## src/rtl/aes_dma_if.sv

```systemverilog
// Bundles the DMA control, data-memory port and AES-core handshakes between aes_dma and its environment.
interface aes_dma_if #(
  parameter int unsigned ADDR_W = 9
);
  logic              start;
  logic [ADDR_W-1:0] src_addr;
  logic [ADDR_W-1:0] dst_addr;
  logic              busy;
  logic              done;
  logic              mem_wen;
  logic [ADDR_W-1:0] mem_a;
  logic [15:0]       mem_d;
  logic [15:0]       mem_q;
  logic              aes_in_valid;
  logic              aes_in_ready;
  logic [127:0]      aes_in_data;
  logic              aes_out_valid;
  logic              aes_out_ready;
  logic [127:0]      aes_out_data;

  modport master (
    input  start, src_addr, dst_addr, mem_q, aes_in_ready, aes_out_valid, aes_out_data,
    output busy, done, mem_wen, mem_a, mem_d, aes_in_valid, aes_in_data, aes_out_ready
  );

  modport slave (
    output start, src_addr, dst_addr, mem_q, aes_in_ready, aes_out_valid, aes_out_data,
    input  busy, done, mem_wen, mem_a, mem_d, aes_in_valid, aes_in_data, aes_out_ready
  );
endinterface

```

## src/rtl/aes_dma.sv

```systemverilog
// Moves one 8-word block from data memory through an AES core and writes the result back.
module aes_dma #(
  parameter int unsigned ADDR_W    = 9,
  parameter int unsigned BLK_WORDS = 8
) (
  input  logic      CLK,
  input  logic      RESET,
  aes_dma_if.master bus
);

  localparam int unsigned WORD_W = 16;
  localparam int unsigned BLK_W  = WORD_W * BLK_WORDS;
  localparam int unsigned CNT_W  = $clog2(BLK_WORDS + 1);
  localparam logic [CNT_W-1:0] LAST_RD = CNT_W'(BLK_WORDS);
  localparam logic [CNT_W-1:0] LAST_WR = CNT_W'(BLK_WORDS - 1);

  typedef enum logic [2:0] {IDLE, READ, PUSH, WAIT, WRITE, DONE} state_t;

  state_t            state_q, state_d;
  logic [CNT_W-1:0]  cnt_q, cnt_d;
  logic [BLK_W-1:0]  blk_q, blk_d;
  logic [ADDR_W-1:0] src_q, src_d, dst_q, dst_d;

  logic              busy_q, busy_d;
  logic              done_q, done_d;
  logic              wen_q, wen_d;
  logic [ADDR_W-1:0] a_q, a_d;
  logic [WORD_W-1:0] wd_q, wd_d;
  logic              in_valid_q, in_valid_d;
  logic              out_ready_q, out_ready_d;

  // Word 0 occupies the most significant slice of the block.
  function automatic logic [WORD_W-1:0] word_at(input logic [BLK_W-1:0] b,
                                                input logic [CNT_W-1:0] k);
    return WORD_W'(b >> (WORD_W * (BLK_WORDS - 1 - 32'(k))));
  endfunction

  // Next state; outputs are decoded from the next state so they register in step with it.
  always_comb begin
    state_d     = state_q;
    cnt_d       = cnt_q;
    blk_d       = blk_q;
    src_d       = src_q;
    dst_d       = dst_q;
    busy_d      = 1'b0;
    done_d      = 1'b0;
    wen_d       = 1'b0;
    a_d         = '0;
    wd_d        = '0;
    in_valid_d  = 1'b0;
    out_ready_d = 1'b0;

    case (state_q)
      IDLE: begin
        if (bus.start) begin
          state_d = READ;
          cnt_d   = '0;
          src_d   = bus.src_addr;
          dst_d   = bus.dst_addr;
        end
      end
      READ: begin
        // Registered memory: the word addressed in cycle k arrives in cycle k+1.
        if (cnt_q != '0) blk_d = {blk_q[BLK_W-WORD_W-1:0], bus.mem_q};
        if (cnt_q == LAST_RD) begin
          state_d = PUSH;
          cnt_d   = '0;
        end else begin
          cnt_d = cnt_q + CNT_W'(1);
        end
      end
      // The local valid/ready is high throughout these states, so only the far side gates.
      PUSH: if (bus.aes_in_ready) state_d = WAIT;
      WAIT: begin
        if (bus.aes_out_valid) begin
          blk_d   = bus.aes_out_data;
          state_d = WRITE;
          cnt_d   = '0;
        end
      end
      WRITE: begin
        if (cnt_q == LAST_WR) begin
          state_d = DONE;
          cnt_d   = '0;
        end else begin
          cnt_d = cnt_q + CNT_W'(1);
        end
      end
      DONE:    state_d = IDLE;
      default: state_d = IDLE;
    endcase

    busy_d      = (state_d != IDLE);
    done_d      = (state_d == DONE);
    wen_d       = (state_d == WRITE);
    in_valid_d  = (state_d == PUSH);
    out_ready_d = (state_d == WAIT);
    if (state_d == READ && cnt_d != LAST_RD) a_d = src_d + ADDR_W'(cnt_d);
    if (state_d == WRITE) begin
      a_d  = dst_d + ADDR_W'(cnt_d);
      wd_d = word_at(blk_d, cnt_d);
    end
  end

  always_ff @(posedge CLK) begin
    if (RESET) begin
      state_q     <= IDLE;
      cnt_q       <= '0;
      blk_q       <= '0;
      src_q       <= '0;
      dst_q       <= '0;
      busy_q      <= 1'b0;
      done_q      <= 1'b0;
      wen_q       <= 1'b0;
      a_q         <= '0;
      wd_q        <= '0;
      in_valid_q  <= 1'b0;
      out_ready_q <= 1'b0;
    end else begin
      state_q     <= state_d;
      cnt_q       <= cnt_d;
      blk_q       <= blk_d;
      src_q       <= src_d;
      dst_q       <= dst_d;
      busy_q      <= busy_d;
      done_q      <= done_d;
      wen_q       <= wen_d;
      a_q         <= a_d;
      wd_q        <= wd_d;
      in_valid_q  <= in_valid_d;
      out_ready_q <= out_ready_d;
    end
  end

  assign bus.busy          = busy_q;
  assign bus.done          = done_q;
  assign bus.mem_wen       = wen_q;
  assign bus.mem_a         = a_q;
  assign bus.mem_d         = wd_q;
  assign bus.aes_in_valid  = in_valid_q;
  assign bus.aes_in_data   = blk_q;
  assign bus.aes_out_ready = out_ready_q;

endmodule

```

## src/flat_wrapper.sv

```systemverilog
// flat-port wrapper written by rule: the top's interface ports become plain ports
module aes_dma_flat 
#(
  parameter int unsigned ADDR_W    = 9,
  parameter int unsigned BLK_WORDS = 8
)
  (CLK, RESET, bus_start, bus_src_addr, bus_dst_addr, bus_mem_q, bus_aes_in_ready, bus_aes_out_valid, bus_aes_out_data, bus_busy, bus_done, bus_mem_wen, bus_mem_a, bus_mem_d, bus_aes_in_valid, bus_aes_in_data, bus_aes_out_ready);
  aes_dma_if #(.ADDR_W(ADDR_W)) bus_i ();
  input  logic CLK;
  input  logic RESET;
  input wire logic [$bits(bus_i.start)-1:0] bus_start;
  input wire logic [$bits(bus_i.src_addr)-1:0] bus_src_addr;
  input wire logic [$bits(bus_i.dst_addr)-1:0] bus_dst_addr;
  input wire logic [$bits(bus_i.mem_q)-1:0] bus_mem_q;
  input wire logic [$bits(bus_i.aes_in_ready)-1:0] bus_aes_in_ready;
  input wire logic [$bits(bus_i.aes_out_valid)-1:0] bus_aes_out_valid;
  input wire logic [$bits(bus_i.aes_out_data)-1:0] bus_aes_out_data;
  output wire logic [$bits(bus_i.busy)-1:0] bus_busy;
  output wire logic [$bits(bus_i.done)-1:0] bus_done;
  output wire logic [$bits(bus_i.mem_wen)-1:0] bus_mem_wen;
  output wire logic [$bits(bus_i.mem_a)-1:0] bus_mem_a;
  output wire logic [$bits(bus_i.mem_d)-1:0] bus_mem_d;
  output wire logic [$bits(bus_i.aes_in_valid)-1:0] bus_aes_in_valid;
  output wire logic [$bits(bus_i.aes_in_data)-1:0] bus_aes_in_data;
  output wire logic [$bits(bus_i.aes_out_ready)-1:0] bus_aes_out_ready;
  assign bus_i.start = bus_start;
  assign bus_i.src_addr = bus_src_addr;
  assign bus_i.dst_addr = bus_dst_addr;
  assign bus_i.mem_q = bus_mem_q;
  assign bus_i.aes_in_ready = bus_aes_in_ready;
  assign bus_i.aes_out_valid = bus_aes_out_valid;
  assign bus_i.aes_out_data = bus_aes_out_data;
  assign bus_busy = bus_i.busy;
  assign bus_done = bus_i.done;
  assign bus_mem_wen = bus_i.mem_wen;
  assign bus_mem_a = bus_i.mem_a;
  assign bus_mem_d = bus_i.mem_d;
  assign bus_aes_in_valid = bus_i.aes_in_valid;
  assign bus_aes_in_data = bus_i.aes_in_data;
  assign bus_aes_out_ready = bus_i.aes_out_ready;
  aes_dma #(.ADDR_W(ADDR_W), .BLK_WORDS(BLK_WORDS)) u_core (.CLK(CLK), .RESET(RESET), .bus(bus_i));
endmodule
```

## config.mk

```make
export PLATFORM = sky130hd
export DESIGN_NAME = aes_dma_flat
export DESIGN_NICKNAME = d
export VERILOG_FILES = /design/src/rtl/aes_dma_if.sv /design/src/rtl/aes_dma.sv /design/src/flat_wrapper.sv
export SDC_FILE = /design/constraint.sdc
export NUM_CORES = 1
export LEC_CHECK = 0
export CORE_UTILIZATION = 45
export CTS_CLUSTER_DIAMETER = 40
export CTS_CLUSTER_SIZE = 40
export DETAILED_ROUTE_END_ITERATION = 10
export GPL_TIMING_DRIVEN = 0
export PLACE_DENSITY = 0.81
export SLEW_MARGIN = 20
export SYNTH_ARGS = -nofsm -noshare
export SYNTH_HDL_FRONTEND = slang
export SYNTH_SLANG_ARGS = --single-unit
```

## constraint.sdc

```tcl
create_clock -name CLK -period 4.1 [get_ports CLK]
set_input_delay 0.41 -clock CLK [delete_from_list [all_inputs] [get_ports CLK]]
set_output_delay 0.41 -clock CLK [all_outputs]
set_load 0.05 [all_outputs]
```

==> flow_metrics.env, run 1 <==
export IMPL_status="finished clean"
export IMPL_seq_power_share_pct=42.5
export IMPL_synth_edf_count=0
export IMPL_switching_power_mw=1.10
export IMPL_grt_max_degree=17
export IMPL_p_leak_nw=5.48
export IMPL_cts_sinks=183
export IMPL_hpwlAfterDp_mm=29.0
export IMPL_finalHoldViolCount=0
export IMPL_avgViaCountPerCell=6.07
export IMPL_fmax_mhz=260
export IMPL_pwr_share_comb_pct=15.9
export IMPL_die_area_sq_um=20000
export IMPL_cts_buffers=17
export IMPL_path_max_fanout=20
export IMPL_vdd_drop_max_mv=0.297
export IMPL_min_path_type="reg2reg"
export IMPL_final_setup_viol_count=0
export IMPL_htree_levels=4
export IMPL_grt_antenna_before_repair=1
export IMPL_dp_cells=1600
export IMPL_critPathRequiredTime_ps=4430
export IMPL_grt_remaining_overflow=0
export IMPL_synthArstFlopShare_pct=0
export IMPL_die_w_um=142
export IMPL_cts_tree="built"
export IMPL_netlist_area_sq_um=8770
export IMPL_cp_arrival_ps=4170
export IMPL_clock_latency_ps=430
export IMPL_grt_use_total_pct=36.3
export IMPL_syn_to_final_growth_pct=48.0
export IMPL_ios=325
export IMPL_dp_slack_ps=-336
export IMPL_antenna_left=0
export IMPL_rsz0062_at_grt="no"
export IMPL_slew_viol_final=0
export IMPL_grt_pass1_vias=9431
export IMPL_num_vias=9914
export IMPL_worst_slew_pin_transition_ps=720
export IMPL_core_sq_um=18900
export IMPL_io_buffers=324
export IMPL_fin_cells=1633
export IMPL_nNetsFinal=1538
export IMPL_place_gp_congestion=0.993
export IMPL_drt_total_wl_mm=36.9
export IMPL_power_density_nw_per_um2=329
export IMPL_drive_above_1_share_pct=6.13
export IMPL_ff2ff_path_depth=13
export IMPL_yosysSeqAreaShare_pct=41.8
export IMPL_hold_depth=2
export IMPL_start_kind="input pin"
export IMPL_cp_end_kind="flip-flop"
export IMPL_dpl_cell_area_sq_um=12300
export IMPL_synth_top_flop_cell="dfxtp_1"
export IMPL_holdWs_ps=527
export IMPL_cts_hold_buf=0
export IMPL_clock_root_buffer="clkbuf_16"
export IMPL_wl_per_cell_um=22.6
export IMPL_clk_path_buf_depth=2
export IMPL_timing_final_crit_period_ps=3840
export IMPL_syn_inst=1016
export IMPL_slew_headroom_pct=52.0
export IMPL_drt_iter0_drc=945
export IMPL_worst_slack_ps=255
export IMPL_ys_types=60
export IMPL_clkPwrFrac_pct=41.6
export IMPL_fin_crit_sh_pct=93.8
export IMPL_die_h_um=142
export IMPL_synth_nets=1195
export IMPL_switching_share_pct=25.8
export IMPL_skew_ps=9.58
export IMPL_start_util_pct=46.4
export IMPL_internal_power_mw=3.17
export IMPL_first_pass_iters=8
export IMPL_drc=0
export IMPL_syn_avg_cell_area_sq_um=8.63
export IMPL_crit_type="in2reg"
export IMPL_ys_warn_count=0
export IMPL_fp_row_count=50
export IMPL_grt_pass1_wl_mm=54.9
export IMPL_synth_seq_cells=183
export IMPL_max_cap_violations=0
export IMPL_fin_area_sq_um=13000
export IMPL_power_mw=4.27
export IMPL_cts_clk_slew_worst_paths_ps=60
layer usage:
metal	global-route usage, %	part of all wire, %	up-vias	wire length (um)
met5	0	0	-	0
met4	14.1	3.1	0	1140
met3	9.48	11	89	3950
met2	61.2	48	665	17600
met1	44.1	39	4701	14200
li1	-	-	4459	-
area by class of cell:
cell class                 instances  area, sq um
fill                            1600         5920
multi-input combinational        728         4660
sequential                       183         3660
timing repair buffer             325         3250
clock buffer                      23          488
buffer                            97          414
tap                              260          325
clock inverter                     8          144
inverter                           7         26.3
antenna                            2         5.00
cell usage after synthesis, types with 2 or more instances:
| cell | instances | area [sq um] |
|---|---|---|
| nor2b_1 | 14 | 87.6 |
| a21oi_1 | 8 | 40.0 |
| and2_1 | 2 | 12.5 |
| and3_1 | 126 | 788 |
| buf_4 | 2 | 15.0 |
| a22o_1 | 9 | 78.8 |
| xnor2_1 | 9 | 78.8 |
| inv_2 | 3 | 11.3 |
| a22oi_4 | 2 | 42.5 |
| fa_1 | 2 | 40.0 |
| a221oi_1 | 126 | 1100 |
| nand2_1 | 103 | 387 |
| mux2_2 | 9 | 101 |
| clkbuf_1 | 67 | 251 |
| or3b_1 | 3 | 26.3 |
| dfxtp_1 | 183 | 3660 |
| ha_1 | 10 | 125 |
| o21ai_0 | 3 | 15.0 |
| buf_6 | 2 | 22.5 |
| nand3_1 | 35 | 175 |
| nor3_2 | 2 | 20.0 |
| mux2i_1 | 27 | 270 |
| nand3b_1 | 3 | 22.5 |
| nor2_1 | 154 | 578 |
| a21o_1 | 7 | 52.6 |
| a31oi_1 | 17 | 106 |
| nor2_2 | 2 | 12.5 |
| xor2_1 | 6 | 52.6 |
| buf_2 | 22 | 110 |
| a32oi_1 | 15 | 131 |
| buf_1 | 5 | 18.8 |
| nor3_1 | 7 | 35.0 |
| inv_1 | 4 | 15.0 |
flip-flops by register name, summed over array words and instances (netlist names), 3 cells and up:
register,cells
u_core.bus.aes_in_data,128
u_core.bus.mem_d,16
u_core.bus.mem_a,9
u_core.dst_q,9
u_core.src_q,9
u_core.cnt_q,4
u_core.state_q,3
worst paths after layout:
path                                        start                  end  slack, ps
worst min-delay path              u_core.dst_q[8]      u_core.dst_q[8]        530
worst min register to register    u_core.dst_q[8]      u_core.dst_q[8]        530
worst max register to register    u_core.cnt_q[1]  u_core.bus.mem_a[6]        310
worst max-delay path            bus_aes_out_valid  u_core.bus.mem_a[6]        260
power by group through the flow:
stage               registers (mW)  clock network [mW]  logic, mW
floorplan                     1.89                   0      0.300
global placement              1.86                   0      0.648
detailed placement            1.86                   0      0.656
CTS                           1.82                1.77      0.662
global route                  1.82                1.85      0.721
finish                        1.82                1.78      0.677
cells in the final DEF (no fill, tap or decap), types with 4 or more instances in the layout:
master / synthesis / layout
nand3_1: 35 / 35
clkbuf_1: 67 / 68
ha_1: 10 / 10
nor2b_1: 14 / 14
a31oi_1: 17 / 17
nor2_1: 154 / 154
a32oi_1: 15 / 15
nand2_1: 103 / 103
a221oi_1: 126 / 126
clkbuf_8: 0 / 4
mux2_2: 9 / 9
buf_2: 22 / 22
a22o_1: 9 / 9
buf_1: 5 / 5
a21oi_1: 8 / 8
clkbuf_16: 0 / 17
bufinv_16: 0 / 4
inv_1: 4 / 4
mux2i_1: 27 / 27
dfxtp_1: 183 / 183
and3_1: 126 / 126
xor2_1: 6 / 6
xnor2_1: 9 / 9
nor3_1: 7 / 7
clkdlybuf4s50_1: 0 / 324
a21o_1: 7 / 7
kinds of logic (layout without fill, tap and decap cells):
family                   Yosys count  in the layout  share of synthesized area [%]
adder cells (fa/ha/maj)           12             12                           1.88
flip-flops                       183            183                           41.8
multiplexers                      37             37                           4.39
XOR/XNOR                          15             15                           1.50
other                              0              2                              0
AO/OA/AOI/OAI                    201            201                           19.5
AND/OR/NAND/NOR                  463            463                           25.9
buffers and inverters            105            460                           5.07
critical path: stages:
cell and delay (ps):
clkdlybuf4s50_1 600, a21boi_0 160, or3_4 440, mux2i_2 370
inv_2 70, buf_2 320, ha_1 310, fa_1 470
a21o_1 190, a21oi_1 330, nor3_1 110, xnor2_1 150
a22o_1 230
per-stage QoR:
| step | util, % | setup TNS, ps |
|---|---|---|
| 4_1_cts | 68.6 | 0 |
| 2_1_floorplan | - | 0 |
| 3_5_place_dp | 65.3 | -848 |
| 6_report | 68.7 | 0 |
| 5_1_grt | 68.7 | 0 |
| 3_3_place_gp | 65.3 | -792 |
repair_timing:
action,in CTS,in global routing
gates resized for setup,0,0
buffers inserted,0,1
setup endpoints to repair,0,3
No activity file was read; power rests on OpenSTA's default activity.
==> run 2, diff against run 1 <==
--- a/config.mk
+++ b/config.mk
@@ -6,7 +6,7 @@
 export NUM_CORES = 1
 export LEC_CHECK = 0
 export CORE_UTILIZATION = 45
-export CTS_CLUSTER_DIAMETER = 40
+export CTS_CLUSTER_DIAMETER = 60
 export CTS_CLUSTER_SIZE = 40
 export DETAILED_ROUTE_END_ITERATION = 10
 export GPL_TIMING_DRIVEN = 0
==> constraint.sdc (replaced) <==
create_clock -name CLK -period 3.8 [get_ports CLK]
set_input_delay 0.38 -clock CLK [delete_from_list [all_inputs] [get_ports CLK]]
set_output_delay 0.38 -clock CLK [all_outputs]
set_load 0.05 [all_outputs]
==> run 2 against run 1 <==
  * Register-to-register slack got worse by 150 ps
  * Total power rose by 7.9%
  * Clock-buffer cell count unchanged
  * Setup slack lost 120 ps
  * Critical endpoint is now u_core.bus.mem_a[8]
  * Worst hold slack barely moved
  * Die area did not move
  * Clock power is 8% higher
  * Non-clock buffer count did not move
  * Global-route usage hardly changed
  * Combinational power is 8.3% higher
==> flow_metrics.env, run 2 (synthesized netlist as in run 1, its figures left out) <==
export IMPL_status="finished clean"
export IMPL_critPathRequiredTime_ps=4130
export IMPL_final_cell_mix="324 x clkdlybuf4s50_1, 183 x dfxtp_1, 154 x nor2_1"
export IMPL_slowest_stage="clkdlybuf4s50_1"
export IMPL_start_util_pct=46.4
export IMPL_reg2reg_slack_ps=160
export IMPL_grt_pass1_vias=9406
export IMPL_timing_final_crit_period_ps=3660
export IMPL_clock_latency_ps=430
export IMPL_crit_chain="clkdlybuf4s50_1 -> a21boi_0 -> or3_4 -> mux2i_4 -> inv_2 -> buf_2 -> ha_1 -> fa_1 -> a21o_1 -> a21oi_1 -> nor3_1 -> xnor2_1 -> a22o_1"
export IMPL_slew_headroom_pct=53.3
export IMPL_cts_tree="built"
export IMPL_fmax_mhz=273
export IMPL_cts_sinks=183
export IMPL_cp_end_kind="flip-flop"
export IMPL_drc=0
export IMPL_rsz0062_at_grt="no"
export IMPL_min_path_type="reg2reg"
export IMPL_final_common_cell="clkdlybuf4s50_1"
export IMPL_drt_iter0_drc=1042
export IMPL_cts_clk_slew_worst_paths_ps=60
export IMPL_first_pass_iters=5
export IMPL_pwr_share_comb_pct=15.9
export IMPL_clk_path_buf_depth=2
export IMPL_htree_levels=4
export IMPL_slew_viol_final=0
export IMPL_fin_cells=1633
export IMPL_place_gp_congestion=0.993
export IMPL_p_leak_nw=5.49
export IMPL_largest_register_ffs=128
export IMPL_max_cap_violations=0
export IMPL_crit_family="buffers and inverters"
export IMPL_crit_start="bus_aes_out_valid"
export IMPL_antenna_left=0
export IMPL_avgViaCountPerCell=6.05
export IMPL_vdd_drop_max_mv=0.321
export IMPL_clkPwrFrac_pct=41.6
export IMPL_die_h_um=142
export IMPL_critPathMaxStageDelay_ps=600
export IMPL_worst_slew_pin_transition_ps=701
export IMPL_worst_slack_ps=137
export IMPL_grt_pass1_wl_mm=55.0
export IMPL_grt_remaining_overflow=0
export IMPL_switching_share_pct=25.8
export IMPL_io_buffers=324
export IMPL_path_max_fanout=20
export IMPL_hold_path_end="u_core.dst_q[8]"
export IMPL_start_kind="input pin"
export IMPL_ios=325
export IMPL_power_mw=4.61
export IMPL_dp_slack_ps=-606
export IMPL_cp_num_buf_inv=3
export IMPL_grt_max_degree=21
export IMPL_switching_power_mw=1.19
export IMPL_cp_arrival_ps=3990
export IMPL_nNetsFinal=1538
export IMPL_cts_buffers=17
export IMPL_fin_crit_sh_pct=96.4
export IMPL_syn_to_final_growth_pct=48.1
export IMPL_holdWs_ps=527
export IMPL_timing_rr_start="u_core.cnt_q[1]"
export IMPL_finalHoldViolCount=0
export IMPL_grt_use_total_pct=36.3
export IMPL_hold_depth=2
export IMPL_seq_power_share_pct=42.5
export IMPL_die_area_sq_um=20000
export IMPL_clock_root_buffer="clkbuf_16"
export IMPL_die_w_um=142
export IMPL_dp_cells=1600
export IMPL_num_vias=9877
export IMPL_grt_antenna_before_repair=1
export IMPL_setup_tns_ps=0
export IMPL_hpwlAfterDp_mm=29.0
export IMPL_fp_row_count=50
export IMPL_skew_ps=8.78
export IMPL_power_density_nw_per_um2=355
export IMPL_crit_type="in2reg"
export IMPL_drive_above_1_share_pct=6.20
export IMPL_final_setup_viol_count=0
export IMPL_min_from="u_core.dst_q[8]"
export IMPL_ff2ff_path_depth=13
export IMPL_reg2reg_to="u_core.bus.mem_a[8]"
export IMPL_core_sq_um=18900
export IMPL_wl_per_cell_um=22.6
export IMPL_internal_power_mw=3.42
export IMPL_nFillCells=1596
export IMPL_drt_total_wl_mm=36.9
[run 2: power by group through the flow]
| stage | clock, mW | sequential (mW) | combinational [mW] |
|---|---|---|---|
| floorplan | 0 | 2.04 | 0.324 |
| CTS | 1.91 | 1.96 | 0.717 |
| finish | 1.92 | 1.96 | 0.733 |
| global route | 2.00 | 1.96 | 0.780 |
| detailed placement | 0 | 2.00 | 0.708 |
| global placement | 0 | 2.00 | 0.699 |
[run 2: layout make-up]
cell class,count,area (sq um),area share (%)
Clock inverter,8,144,1.11
Tap cell,260,325,2.50
Clock buffer,23,488,3.76
Antenna cell,2,5.00,0.0385
Sequential cell,183,3660,28.2
Multi-Input combinational cell,728,4670,36.0
Inverter,7,26.3,0.202
Timing Repair Buffer,325,3250,25.0
Buffer,97,414,3.19
[run 2: stage by stage]
stage / util [%] / cell area [sq um]
2_1_floorplan: - / 8770
3_3_place_gp: 65.3 / 12300
3_5_place_dp: 65.3 / 12300
4_1_cts: 68.7 / 13000
5_1_grt: 68.7 / 13000
6_report: 68.8 / 13000
[run 2: per-layer routing]
metal	wire length, um	part of all wire (%)	track usage [%]	vias to the layer above
li1	-	-	-	4456
met1	13900	38	44.0	4651
met2	17500	48	61.1	683
met3	4290	12	9.96	87
met4	1150	3.1	14.0	0
met5	0	0	0	-
[run 2: how the worst max path moves through the flow]
stage / to / cells after the start
3_5_place_dp: u_core.bus.mem_a[6] / 14
6_report: u_core.bus.mem_a[8] / 13
5_1_grt: u_core.bus.mem_a[8] / 13
4_1_cts: u_core.bus.mem_a[6] / 13
3_3_place_gp: u_core.bus.mem_a[6] / 14
2_1_floorplan: u_core.bus.mem_a[6] / 13
[run 2: tightest hold or removal path: cells and delay by family (launching register included)]
kind,cells,cell delay (ps)
multiplexers,1,90
flip-flops,1,310
AND/OR/NAND/NOR,1,90
[run 2: repair_timing]
item                       4_1_cts  5_1_grt
setup endpoints to repair        3        2
hold buffers                     0        0
resized for setup                1        1
setup buffers                    1        0
pin swaps                        1        0
==> run 3, diff against run 2 <==
==> constraint.sdc (replaced) <==
create_clock -name CLK -period 3.7 [get_ports CLK]
set_input_delay 0.37 -clock CLK [delete_from_list [all_inputs] [get_ports CLK]]
set_output_delay 0.37 -clock CLK [all_outputs]
set_load 0.05 [all_outputs]
==> run 3 against run 2 <==
  * Routed wire length is essentially flat
  * Sequential share of layout area about the same
  * Total power grew 2.6%
  * Via count grew 0.78%
  * Clock-buffer cell count did not move
  * Final area is essentially flat
  * Register-to-register slack better by 50 ps
  * Sequential cell count stayed put
  * Largest power group unchanged
  * Highest routed layer unchanged
==> flow_metrics.env, run 3 (synthesized netlist as in run 1, its figures left out) <==
export IMPL_status="finished clean"
export IMPL_max_cap_violations=0
export IMPL_path_max_fanout=22
export IMPL_vdd_drop_max_mv=0.329
export IMPL_fin_area_sq_um=13000
export IMPL_first_pass_iters=6
export IMPL_core_sq_um=18900
export IMPL_cts_clk_slew_worst_paths_ps=60
export IMPL_setup_tns_ps=0
export IMPL_fin_crit_sh_pct=94.9
export IMPL_grt_pass1_wl_mm=55.0
export IMPL_io_buffers=324
export IMPL_num_vias=9954
export IMPL_place_gp_congestion=0.993
export IMPL_timing_final_crit_period_ps=3510
export IMPL_fin_cells=1631
export IMPL_htree_levels=4
export IMPL_skew_ps=8.10
export IMPL_rsz0062_at_grt="no"
export IMPL_grt_use_total_pct=36.3
export IMPL_fp_row_count=50
export IMPL_ios=325
export IMPL_fmax_mhz=285
export IMPL_grt_antenna_before_repair=1
export IMPL_final_setup_viol_count=0
export IMPL_die_h_um=142
export IMPL_hpwlAfterDp_mm=29.0
export IMPL_die_w_um=142
export IMPL_dpl_cell_area_sq_um=12300
export IMPL_p_leak_nw=5.48
export IMPL_worst_slew_pin_transition_ps=706
export IMPL_start_kind="input pin"
export IMPL_grt_max_degree=21
export IMPL_antenna_left=0
export IMPL_dp_slack_ps=-696
export IMPL_ff2ff_path_depth=12
export IMPL_cp_end_kind="flip-flop"
export IMPL_largest_register_ffs=128
export IMPL_final_common_cell="clkdlybuf4s50_1"
export IMPL_cp_arrival_ps=3830
export IMPL_min_path_type="reg2reg"
export IMPL_drc=0
export IMPL_finalHoldViolCount=0
export IMPL_grt_remaining_overflow=0
export IMPL_drt_total_wl_mm=36.9
export IMPL_clock_root_buffer="clkbuf_16"
export IMPL_slew_headroom_pct=52.9
export IMPL_dp_cells=1600
export IMPL_start_util_pct=46.4
export IMPL_power_density_nw_per_um2=364
export IMPL_clock_latency_ps=430
export IMPL_final_cell_mix="324 x clkdlybuf4s50_1, 183 x dfxtp_1, 154 x nor2_1"
export IMPL_clk_path_buf_depth=2
export IMPL_worst_slack_ps=190
export IMPL_drive_above_1_share_pct=6.14
export IMPL_cts_tree="built"
export IMPL_syn_to_final_growth_pct=48.1
export IMPL_crit_type="in2reg"
export IMPL_nNetsFinal=1536
export IMPL_die_area_sq_um=20000
export IMPL_critPathRequiredTime_ps=4020
export IMPL_grt_pass1_vias=9406
export IMPL_avgViaCountPerCell=6.10
export IMPL_drt_iter0_drc=1009
export IMPL_wl_per_cell_um=22.6
export IMPL_slew_viol_final=0
export IMPL_cts_sinks=183
export IMPL_hold_depth=2
export IMPL_nFillCells=1596
export IMPL_cts_buffers=17
export IMPL_cts_hold_buf=0
[run 3: final cells by class]
class / count / area [sq um] / area share [%]
clock buffer: 23 / 488 / 3.76
sequential: 183 / 3660 / 28.2
timing repair buffer: 325 / 3250 / 25.0
inverter: 7 / 26.3 / 0.202
multi-input combinational: 728 / 4680 / 36.0
antenna: 2 / 5.00 / 0.0385
tap: 260 / 325 / 2.51
clock inverter: 8 / 144 / 1.11
buffer: 95 / 404 / 3.11
[run 3: through the flow]
stage                     util (%)  hold slack [ps]  power [mW]
after floorplan                  -              447        2.43
after global placement        65.3              486        2.77
after detailed placement      65.3              512        2.78
after CTS                     68.7              528        4.71
after global routing          68.7              581        4.87
final                         68.7              525        4.73
[run 3: power breakdown]
part	switching [mW]	internal, mW
combinational	0.435	0.317
clock	0.768	1.20
sequential	0.0157	2.00
[run 3: per-layer routing]
metal  vias to the layer above  wire (um)  global-route usage [%]  share of wire [%]
li1                       4447          -                       -                  -
met1                      4725      14200                    44.0                 39
met2                       679      17400                    61.1                 47
met3                       103       4040                    9.96                 11
met4                         0       1270                    14.0                3.4
met5                         -          0                       0                  0
[run 3: path summary, 6_finish.rpt]
kind | startpoint | end | slack [ps]
worst max-delay path | bus_aes_out_valid | u_core.bus.mem_a[6] | 190
worst min register to register | u_core.dst_q[8] | u_core.dst_q[8] | 530
worst max register to register | u_core.cnt_q[1] | u_core.bus.mem_a[6] | 210
worst min-delay path | u_core.dst_q[8] | u_core.dst_q[8] | 530
[run 3: repair_timing]
item / CTS / global route
endpoints found under the setup margin: 3 / 2
pin swaps: 1 / 0
gates resized for setup: 1 / 2
gates cloned: 0 / 0
setup buffers: 1 / 0
[run 3: worst max-delay path: stages]
cell and delay [ps]:
clkdlybuf4s50_1 600, a21boi_0 160, or3_4 450, mux2i_4 270, inv_2 290, ha_1 320
fa_1 470, a21o_1 200, a21oi_2 230, nor3_1 90, xnor2_1 150, a22o_1 230
